File: src/rtl/mem_wb_stage_if.sv
// -----------------------------------------------------------------------------
// mem_wb_stage_if
// Data-memory request/acknowledge bus between the memory stage and the
// data memory.
//
// Signals
//   dmem_req    stage -> mem  access request, held until acknowledged
//   dmem_we     stage -> mem  1 = store, 0 = load
//   dmem_addr   stage -> mem  byte address (passed through unaligned)
//   dmem_wdata  stage -> mem  store data
//   dmem_rdata  mem -> stage  load data, valid while dmem_ack is high
//   dmem_ack    mem -> stage  one-cycle completion pulse
//
// Modports
//   master  memory-stage side (drives request fields)
//   slave   memory side (drives rdata/ack)
// -----------------------------------------------------------------------------
interface mem_wb_stage_if #(
  parameter int DBITS = 32
);
  logic             dmem_req;
  logic             dmem_we;
  logic [DBITS-1:0] dmem_addr;
  logic [DBITS-1:0] dmem_wdata;
  logic [DBITS-1:0] dmem_rdata;
  logic             dmem_ack;

  modport master (
    output dmem_req,
    output dmem_we,
    output dmem_addr,
    output dmem_wdata,
    input  dmem_rdata,
    input  dmem_ack
  );

  modport slave (
    input  dmem_req,
    input  dmem_we,
    input  dmem_addr,
    input  dmem_wdata,
    output dmem_rdata,
    output dmem_ack
  );
endinterface

File: src/rtl/mem_wb_stage.sv
// -----------------------------------------------------------------------------
// mem_wb_stage
// Memory stage plus the MEM/WB pipeline register. Consumes the EX/MEM register
// outputs (*_m), performs data-memory loads/stores over a req/ack bus, stalls
// upstream while an access is outstanding, selects the writeback value
// (PC+4 for jal, load data, or ALU result) and presents registered MEM/WB
// signals (*_w) to the register file.
//
// Parameters
//   DBITS           data/address width
//   REGNOBITS       destination register index width
//   TIMEOUT_CYCLES  WAIT cycles allowed before an access is aborted
//                   (only meaningful with DMEM_TIMEOUT_EN)
//
// Ports
//   clk               clock, all state updates on posedge
//   reset             synchronous, active-high
//   memtoReg_m        load instruction
//   memWrite_m        store instruction
//   jal_m             jal, writeback PC+4
//   regWrite_m        instruction writes the register file
//   destReg_m         destination register
//   incrementedPC_m   PC+4
//   aluOut_m          ALU result / memory address
//   sr2Out_m          store data
//   stall             upstream holds EX/MEM while high (combinational)
//   dmem              data-memory bus (master side)
//   regWrite_w        MEM/WB write enable
//   destReg_w         MEM/WB destination
//   wbData_w          MEM/WB writeback value
//   mem_err           sticky access-timeout flag
//
// Configuration macro
//   DMEM_TIMEOUT_EN   when defined, an access that sees no ack within
//                     TIMEOUT_CYCLES WAIT cycles is aborted: the load value
//                     becomes 0 and mem_err is set until reset. When
//                     undefined, WAIT waits indefinitely and mem_err is 0.
// -----------------------------------------------------------------------------
module mem_wb_stage #(
  parameter int DBITS          = 32,
  parameter int REGNOBITS      = 4,
  parameter int TIMEOUT_CYCLES = 16
) (
  input  logic                 clk,
  input  logic                 reset,
  input  logic                 memtoReg_m,
  input  logic                 memWrite_m,
  input  logic                 jal_m,
  input  logic                 regWrite_m,
  input  logic [REGNOBITS-1:0] destReg_m,
  input  logic [DBITS-1:0]     incrementedPC_m,
  input  logic [DBITS-1:0]     aluOut_m,
  input  logic [DBITS-1:0]     sr2Out_m,
  output logic                 stall,
  mem_wb_stage_if.master       dmem,
  output logic                 regWrite_w,
  output logic [REGNOBITS-1:0] destReg_w,
  output logic [DBITS-1:0]     wbData_w,
  output logic                 mem_err
);

  typedef enum logic [1:0] {
    S_IDLE = 2'b00,
    S_WAIT = 2'b01,
    S_DONE = 2'b10
  } state_e;

  state_e               state_q;
  logic                 req_q;
  logic                 we_q;
  logic [DBITS-1:0]     addr_q;
  logic [DBITS-1:0]     wdata_q;
  logic [DBITS-1:0]     rdata_q;

  logic                 reg_write_q;
  logic [REGNOBITS-1:0] dest_reg_q;
  logic [DBITS-1:0]     wb_data_q;

  logic                 reg_write_d;
  logic [REGNOBITS-1:0] dest_reg_d;
  logic [DBITS-1:0]     wb_data_d;

  logic                 mem_op_s;
  logic                 timeout_s;

  assign mem_op_s = memtoReg_m | memWrite_m;

`ifdef DMEM_TIMEOUT_EN
  localparam int CW = (TIMEOUT_CYCLES > 1) ? $clog2(TIMEOUT_CYCLES) : 1;

  logic [CW-1:0] wait_cnt_q;
  logic          mem_err_q;

  // Last permitted WAIT cycle: the counter started at 0 on entry to WAIT.
  assign timeout_s = (wait_cnt_q == CW'(TIMEOUT_CYCLES - 1));

  // WAIT-cycle counter and sticky timeout flag.
  always_ff @(posedge clk) begin
    if (reset) begin
      wait_cnt_q <= '0;
      mem_err_q  <= 1'b0;
    end else if (state_q == S_WAIT) begin
      wait_cnt_q <= wait_cnt_q + CW'(1);
      if (!dmem.dmem_ack && timeout_s) begin
        mem_err_q <= 1'b1;
      end
    end else begin
      // Anywhere outside WAIT the counter sits at 0, so every entry
      // into WAIT starts a fresh count.
      wait_cnt_q <= '0;
    end
  end

  assign mem_err = mem_err_q;
`else
  assign timeout_s = 1'b0;
  assign mem_err   = 1'b0;
`endif

  // Stall and MEM/WB next-value selection for the current FSM state.
  always_comb begin
    stall       = 1'b0;
    reg_write_d = 1'b0;
    dest_reg_d  = '0;
    wb_data_d   = '0;
    case (state_q)
      S_IDLE: begin
        if (mem_op_s) begin
          // Access about to start: hold upstream, push a bubble.
          stall = 1'b1;
        end else begin
          reg_write_d = regWrite_m;
          dest_reg_d  = destReg_m;
          wb_data_d   = jal_m ? incrementedPC_m : aluOut_m;
        end
      end
      S_WAIT: begin
        stall = 1'b1;
      end
      S_DONE: begin
        // The stalled instruction is still in EX/MEM; retire it now.
        // Its memOp must not restart an access.
        reg_write_d = regWrite_m;
        dest_reg_d  = destReg_m;
        if (jal_m) begin
          wb_data_d = incrementedPC_m;
        end else if (memtoReg_m) begin
          wb_data_d = rdata_q;
        end else begin
          wb_data_d = aluOut_m;
        end
      end
      default: begin
        stall = 1'b0;
      end
    endcase
  end

  // Access FSM, bus request registers and MEM/WB register.
  always_ff @(posedge clk) begin
    if (reset) begin
      state_q     <= S_IDLE;
      req_q       <= 1'b0;
      we_q        <= 1'b0;
      addr_q      <= '0;
      wdata_q     <= '0;
      rdata_q     <= '0;
      reg_write_q <= 1'b0;
      dest_reg_q  <= '0;
      wb_data_q   <= '0;
    end else begin
      reg_write_q <= reg_write_d;
      dest_reg_q  <= dest_reg_d;
      wb_data_q   <= wb_data_d;
      case (state_q)
        S_IDLE: begin
          if (mem_op_s) begin
            req_q   <= 1'b1;
            we_q    <= memWrite_m;
            addr_q  <= aluOut_m;
            wdata_q <= sr2Out_m;
            state_q <= S_WAIT;
          end
        end
        S_WAIT: begin
          if (dmem.dmem_ack) begin
            req_q   <= 1'b0;
            rdata_q <= dmem.dmem_rdata;
            state_q <= S_DONE;
          end else if (timeout_s) begin
            // Abandon the access; a load then writes back zero.
            req_q   <= 1'b0;
            rdata_q <= '0;
            state_q <= S_DONE;
          end
        end
        S_DONE: begin
          state_q <= S_IDLE;
        end
        default: begin
          req_q   <= 1'b0;
          state_q <= S_IDLE;
        end
      endcase
    end
  end

  assign dmem.dmem_req   = req_q;
  assign dmem.dmem_we    = we_q;
  assign dmem.dmem_addr  = addr_q;
  assign dmem.dmem_wdata = wdata_q;

  assign regWrite_w = reg_write_q;
  assign destReg_w  = dest_reg_q;
  assign wbData_w   = wb_data_q;

endmodule
File: src/flat_wrapper.sv
// flat-port wrapper written by rule: the top's interface ports become plain ports
module mem_wb_stage_flat 
#(
  parameter int DBITS          = 32,
  parameter int REGNOBITS      = 4,
  parameter int TIMEOUT_CYCLES = 16
)
  (clk, reset, memtoReg_m, memWrite_m, jal_m, regWrite_m, destReg_m, incrementedPC_m, aluOut_m, sr2Out_m, stall, regWrite_w, destReg_w, wbData_w, mem_err, dmem_dmem_req, dmem_dmem_we, dmem_dmem_addr, dmem_dmem_wdata, dmem_dmem_rdata, dmem_dmem_ack);
  mem_wb_stage_if #(.DBITS(DBITS)) dmem_i ();
  input  logic clk;
  input  logic reset;
  input  logic memtoReg_m;
  input  logic memWrite_m;
  input  logic jal_m;
  input  logic regWrite_m;
  input  logic [REGNOBITS-1:0] destReg_m;
  input  logic [DBITS-1:0] incrementedPC_m;
  input  logic [DBITS-1:0] aluOut_m;
  input  logic [DBITS-1:0] sr2Out_m;
  output logic stall;
  output logic regWrite_w;
  output logic [REGNOBITS-1:0] destReg_w;
  output logic [DBITS-1:0] wbData_w;
  output logic mem_err;
  output wire logic [$bits(dmem_i.dmem_req)-1:0] dmem_dmem_req;
  output wire logic [$bits(dmem_i.dmem_we)-1:0] dmem_dmem_we;
  output wire logic [$bits(dmem_i.dmem_addr)-1:0] dmem_dmem_addr;
  output wire logic [$bits(dmem_i.dmem_wdata)-1:0] dmem_dmem_wdata;
  input wire logic [$bits(dmem_i.dmem_rdata)-1:0] dmem_dmem_rdata;
  input wire logic [$bits(dmem_i.dmem_ack)-1:0] dmem_dmem_ack;
  assign dmem_dmem_req = dmem_i.dmem_req;
  assign dmem_dmem_we = dmem_i.dmem_we;
  assign dmem_dmem_addr = dmem_i.dmem_addr;
  assign dmem_dmem_wdata = dmem_i.dmem_wdata;
  assign dmem_i.dmem_rdata = dmem_dmem_rdata;
  assign dmem_i.dmem_ack = dmem_dmem_ack;
  mem_wb_stage #(.DBITS(DBITS), .REGNOBITS(REGNOBITS), .TIMEOUT_CYCLES(TIMEOUT_CYCLES)) u_core (.clk(clk), .reset(reset), .memtoReg_m(memtoReg_m), .memWrite_m(memWrite_m), .jal_m(jal_m), .regWrite_m(regWrite_m), .destReg_m(destReg_m), .incrementedPC_m(incrementedPC_m), .aluOut_m(aluOut_m), .sr2Out_m(sr2Out_m), .stall(stall), .dmem(dmem_i), .regWrite_w(regWrite_w), .destReg_w(destReg_w), .wbData_w(wbData_w), .mem_err(mem_err));
endmodule
File: config.mk
export PLATFORM = sky130hd
export DESIGN_NAME = mem_wb_stage_flat
export DESIGN_NICKNAME = d
export VERILOG_FILES = /design/src/rtl/mem_wb_stage_if.sv /design/src/rtl/mem_wb_stage.sv /design/src/flat_wrapper.sv
export SDC_FILE = /design/constraint.sdc
export NUM_CORES = 1
export LEC_CHECK = 0
export ABC_AREA = 1
export CAP_MARGIN = 20
export CELL_PAD_IN_SITES_DETAIL_PLACEMENT = 1
export CELL_PAD_IN_SITES_GLOBAL_PLACEMENT = 1
export CORE_AREA = 4 4 142 144
export DETAILED_ROUTE_END_ITERATION = 6
export DIE_AREA = 0 0 146 148
export GPL_ROUTABILITY_DRIVEN = 1
export GPL_TIMING_DRIVEN = 0
export PLACE_DENSITY = 0.87
export SLEW_MARGIN = 20
export SYNTH_ARGS = -nofsm -noshare
export SYNTH_HDL_FRONTEND = slang
export SYNTH_SLANG_ARGS = --single-unit
File: constraint.sdc
create_clock -name clk -period 2.5 [get_ports clk]
set_input_delay 0.5 -clock clk [delete_from_list [all_inputs] [get_ports clk]]
set_output_delay 0.5 -clock clk [all_outputs]
set_load 0.02 [all_outputs]
==> impl_metrics.toml <==
[run_status]
status = "finished clean"

[drt]
detail_route.iter0.violations = 322
route.detailed.vias_per_inst = 4.88
wirelength_microns = 24600
drt_drc_violations_left = 0
detail_route.first_pass.iterations = 5
route.vias.total = 6549
routed_wire_length_per_instance_microns = 18.3
antenna_left = 0

[cells_and_area]
proportion_of_layout_cells_with_a_drive_suffix_above_1_pct = 5.97
area.growth.synth_to_final_pct = 55.9
postLayoutCoreUtil_pct = 48.1
design.final.nets = 1234

[yosys]
synth_nets = 976
syn-mean-instance-area_sq_um = 6.89
ys_types = 21
post_synthesis_sequential_area_ratio_pct = 47.5
synthesis.instances = 837
synthesis.yosys.warnings = 0
synthesis.area_sq_um = 5770
yosys_register_bits = 137

[clocking]
tritoncts_clock_tree = "yes"
cts-resized-gates = 1
cts_htree_levels = 4
postCtsSetupRepairBufs = 0
clock_path_buffers = 2
clock_tree.root_cell = "sky130_fd_sc_hd__clkbuf_16"
clock_sinks = 137
cts_made_buffers = 17
cts_hold_repair.buffers = 0
worst_skew_late_latency_ns = 0.43
clk_pin_slew_ns = 0.05

[timing]
skew_ns = 0.00775
grt_setup_unrepaired = "no"
worst_slack_ns = 0.205
min_period_over_period_pct = 91.8
finalWorstPathRequiredPeriod_ns = 2.29
hold_violations = 0
setup-violations-final = 0
drv_slew = 0
timing.slew.headroom_pct = 53.6
worst-slew-pin-transition_ns = 0.696
maxClockFrequency_mhz = 436

[setup_path]
cp.required_ns = 2.00
worst_setup_end_kind = "primary output"
worstSetupStartpoint = "memWrite_m"
cp_data_arrival_time_ns = 1.79
timing.critical_path.fanout_max = 7
critical_path.reg2reg.startpoint = "u_core.state_q[1]$_SDFFE_PP0P_"
critical_path_source_type = "input pin"
critical_path_class = "in2out"

[hold_path]
holdCritStartpoint = "u_core.rdata_q[15]$_SDFFE_PP0P_"
min-delay-path-class = "reg2reg"

[place]
gp_congestion = 0.801
pre_cts_worst_setup_slack_ns = -0.0675
place.detailed.hpwl_microns = 17700
port-buffer-count = 239

[floorplanning]
die_area_sq_um = 21600
floorplan.die.height_microns = 148
floorplan.die.width_microns = 146
floorplan.initialDensity_pct = 30.8
top_level_ports = 244
design.core.area_sq_um = 18700
row_count = 50

[job]
max-cap-violations = 0

[global_routing]
global_route.overflow_total = 0
groute.usage.overall_pct = 22.5
number_of_antenna_violations_at_the_first_check_in_global_routing = 1
grt_start_max_net_pins = 17
grt_first_pass_wirelength_microns = 37900
grt_pass1_vias = 7015

[pwr]
power_leakage_nw = 3.84
power_density_nw_per_um2 = 681
power.total_mw = 6.12
irDropWorstVdd_mv = 0.516
[synth_stat cells, drive strengths merged]
cell      n  share of area, %
inv      41               2.7
nand2   224                15
a21oi    68               5.9
nor2    137               9.6
nor3      2              0.17
nor3b     5              0.65
o21ai   128                11
dfxtp   137                48
nand3    32               2.8
conb      1             0.065
clkinv    1             0.065
buf      35               3.2
clkbuf   26               1.7
[path summary, 6_finish.rpt]
kind	to	slack (ns)	cells after the start
worst max-delay path	stall	0.21	4
worst min-delay path	u_core.rdata_q[15]$_SDFFE_PP0P_	0.47	2
worst max register to register	u_core.wbData_w[29]$_SDFF_PP0_	0.85	4
worst min register to register	u_core.rdata_q[15]$_SDFFE_PP0P_	0.47	2
[final cells by class]
| class | instances | area (sq um) |
|---|---|---|
| Buffer | 61 | 282 |
| Tap cell | 234 | 293 |
| Sequential cell | 137 | 2740 |
| Inverter | 42 | 158 |
| Timing Repair Buffer | 239 | 2390 |
| Clock buffer | 23 | 468 |
| Fill cell | 2317 | 9710 |
| Clock inverter | 7 | 71.3 |
| Multi-Input combinational cell | 597 | 2590 |
| Antenna cell | 1 | 2.50 |
[metal layers]
layer | GRT usage, % | share of wire [%] | routed length (microns) | up-vias
met5 | 0 | 0 | 0 | -
met4 | 7.81 | 1.9 | 471 | 0
met3 | 6.53 | 6.6 | 1620 | 36
met1 | 27.1 | 43 | 10600 | 3106
li1 | - | - | - | 3182
met2 | 38.4 | 48 | 11900 | 225
[cell families (layout without fill, tap and decap cells)]
kind of cell / after synthesis / in the layout / synth area share, %
other: 1 / 2 / 0.0650
AOI/OAI and AO/OA: 196 / 196 / 17.0
buffers and inverters: 103 / 372 / 7.61
and+or+nand+nor: 400 / 400 / 27.8
DFF: 137 / 137 / 47.5
[sequential cells by signal, summed over array words and instances (netlist names)]
signal	count
u_core.dmem.dmem_wdata	32
u_core.regWrite_w	1
u_core.wbData_w	32
u_core.dmem.dmem_req	1
u_core.dmem.dmem_we	1
u_core.destReg_w	4
u_core.dmem.dmem_addr	32
u_core.state_q	2
u_core.rdata_q	32
[where the power goes]
group | switching, mW | leakage, nW | total (mW) | internal (mW)
Sequential | 0.0854 | 1.13 | 2.44 | 2.36
Combinational | 0.730 | 2.46 | 1.31 | 0.582
Clock | 0.959 | 0.255 | 2.37 | 1.41
Total | 1.77 | 3.84 | 6.12 | 4.35
[per-stage QoR]
step | hold WS (ns) | TNS [ns] | instances | area (sq um)
floorplan | 0.430 | 0 | 837 | 5770
global placement | 0.447 | -0.0776 | 1310 | 8450
detailed placement | 0.457 | -0.0675 | 1310 | 8450
CTS | 0.469 | 0 | 1340 | 8990
global route | 0.515 | 0 | 1341 | 8990
finish | 0.468 | 0 | 1341 | 8990
[layout by cell type (no fill, tap or decap), drive strengths merged]
cell             n
nor2           137
clkinvlp         3
conb             1
bufinv           1
nand3           32
o21ai          128
buf             35
clkdlybuf4s50  238
a21oi           68
inv             41
dfxtp          137
clkbuf          49
clkinv           4
diode            1
dlygate4sd2      1
nor3             2
nand2          224
nor3b            5
[critical path: stages]
cell	delay, ns
sky130_fd_sc_hd__clkdlybuf4s50_1	0.49
sky130_fd_sc_hd__nor2_4	0.30
sky130_fd_sc_hd__a21oi_1	0.13
sky130_fd_sc_hd__dlygate4sd2_1	0.37
No activity file was read; power rests on OpenSTA's default activity.
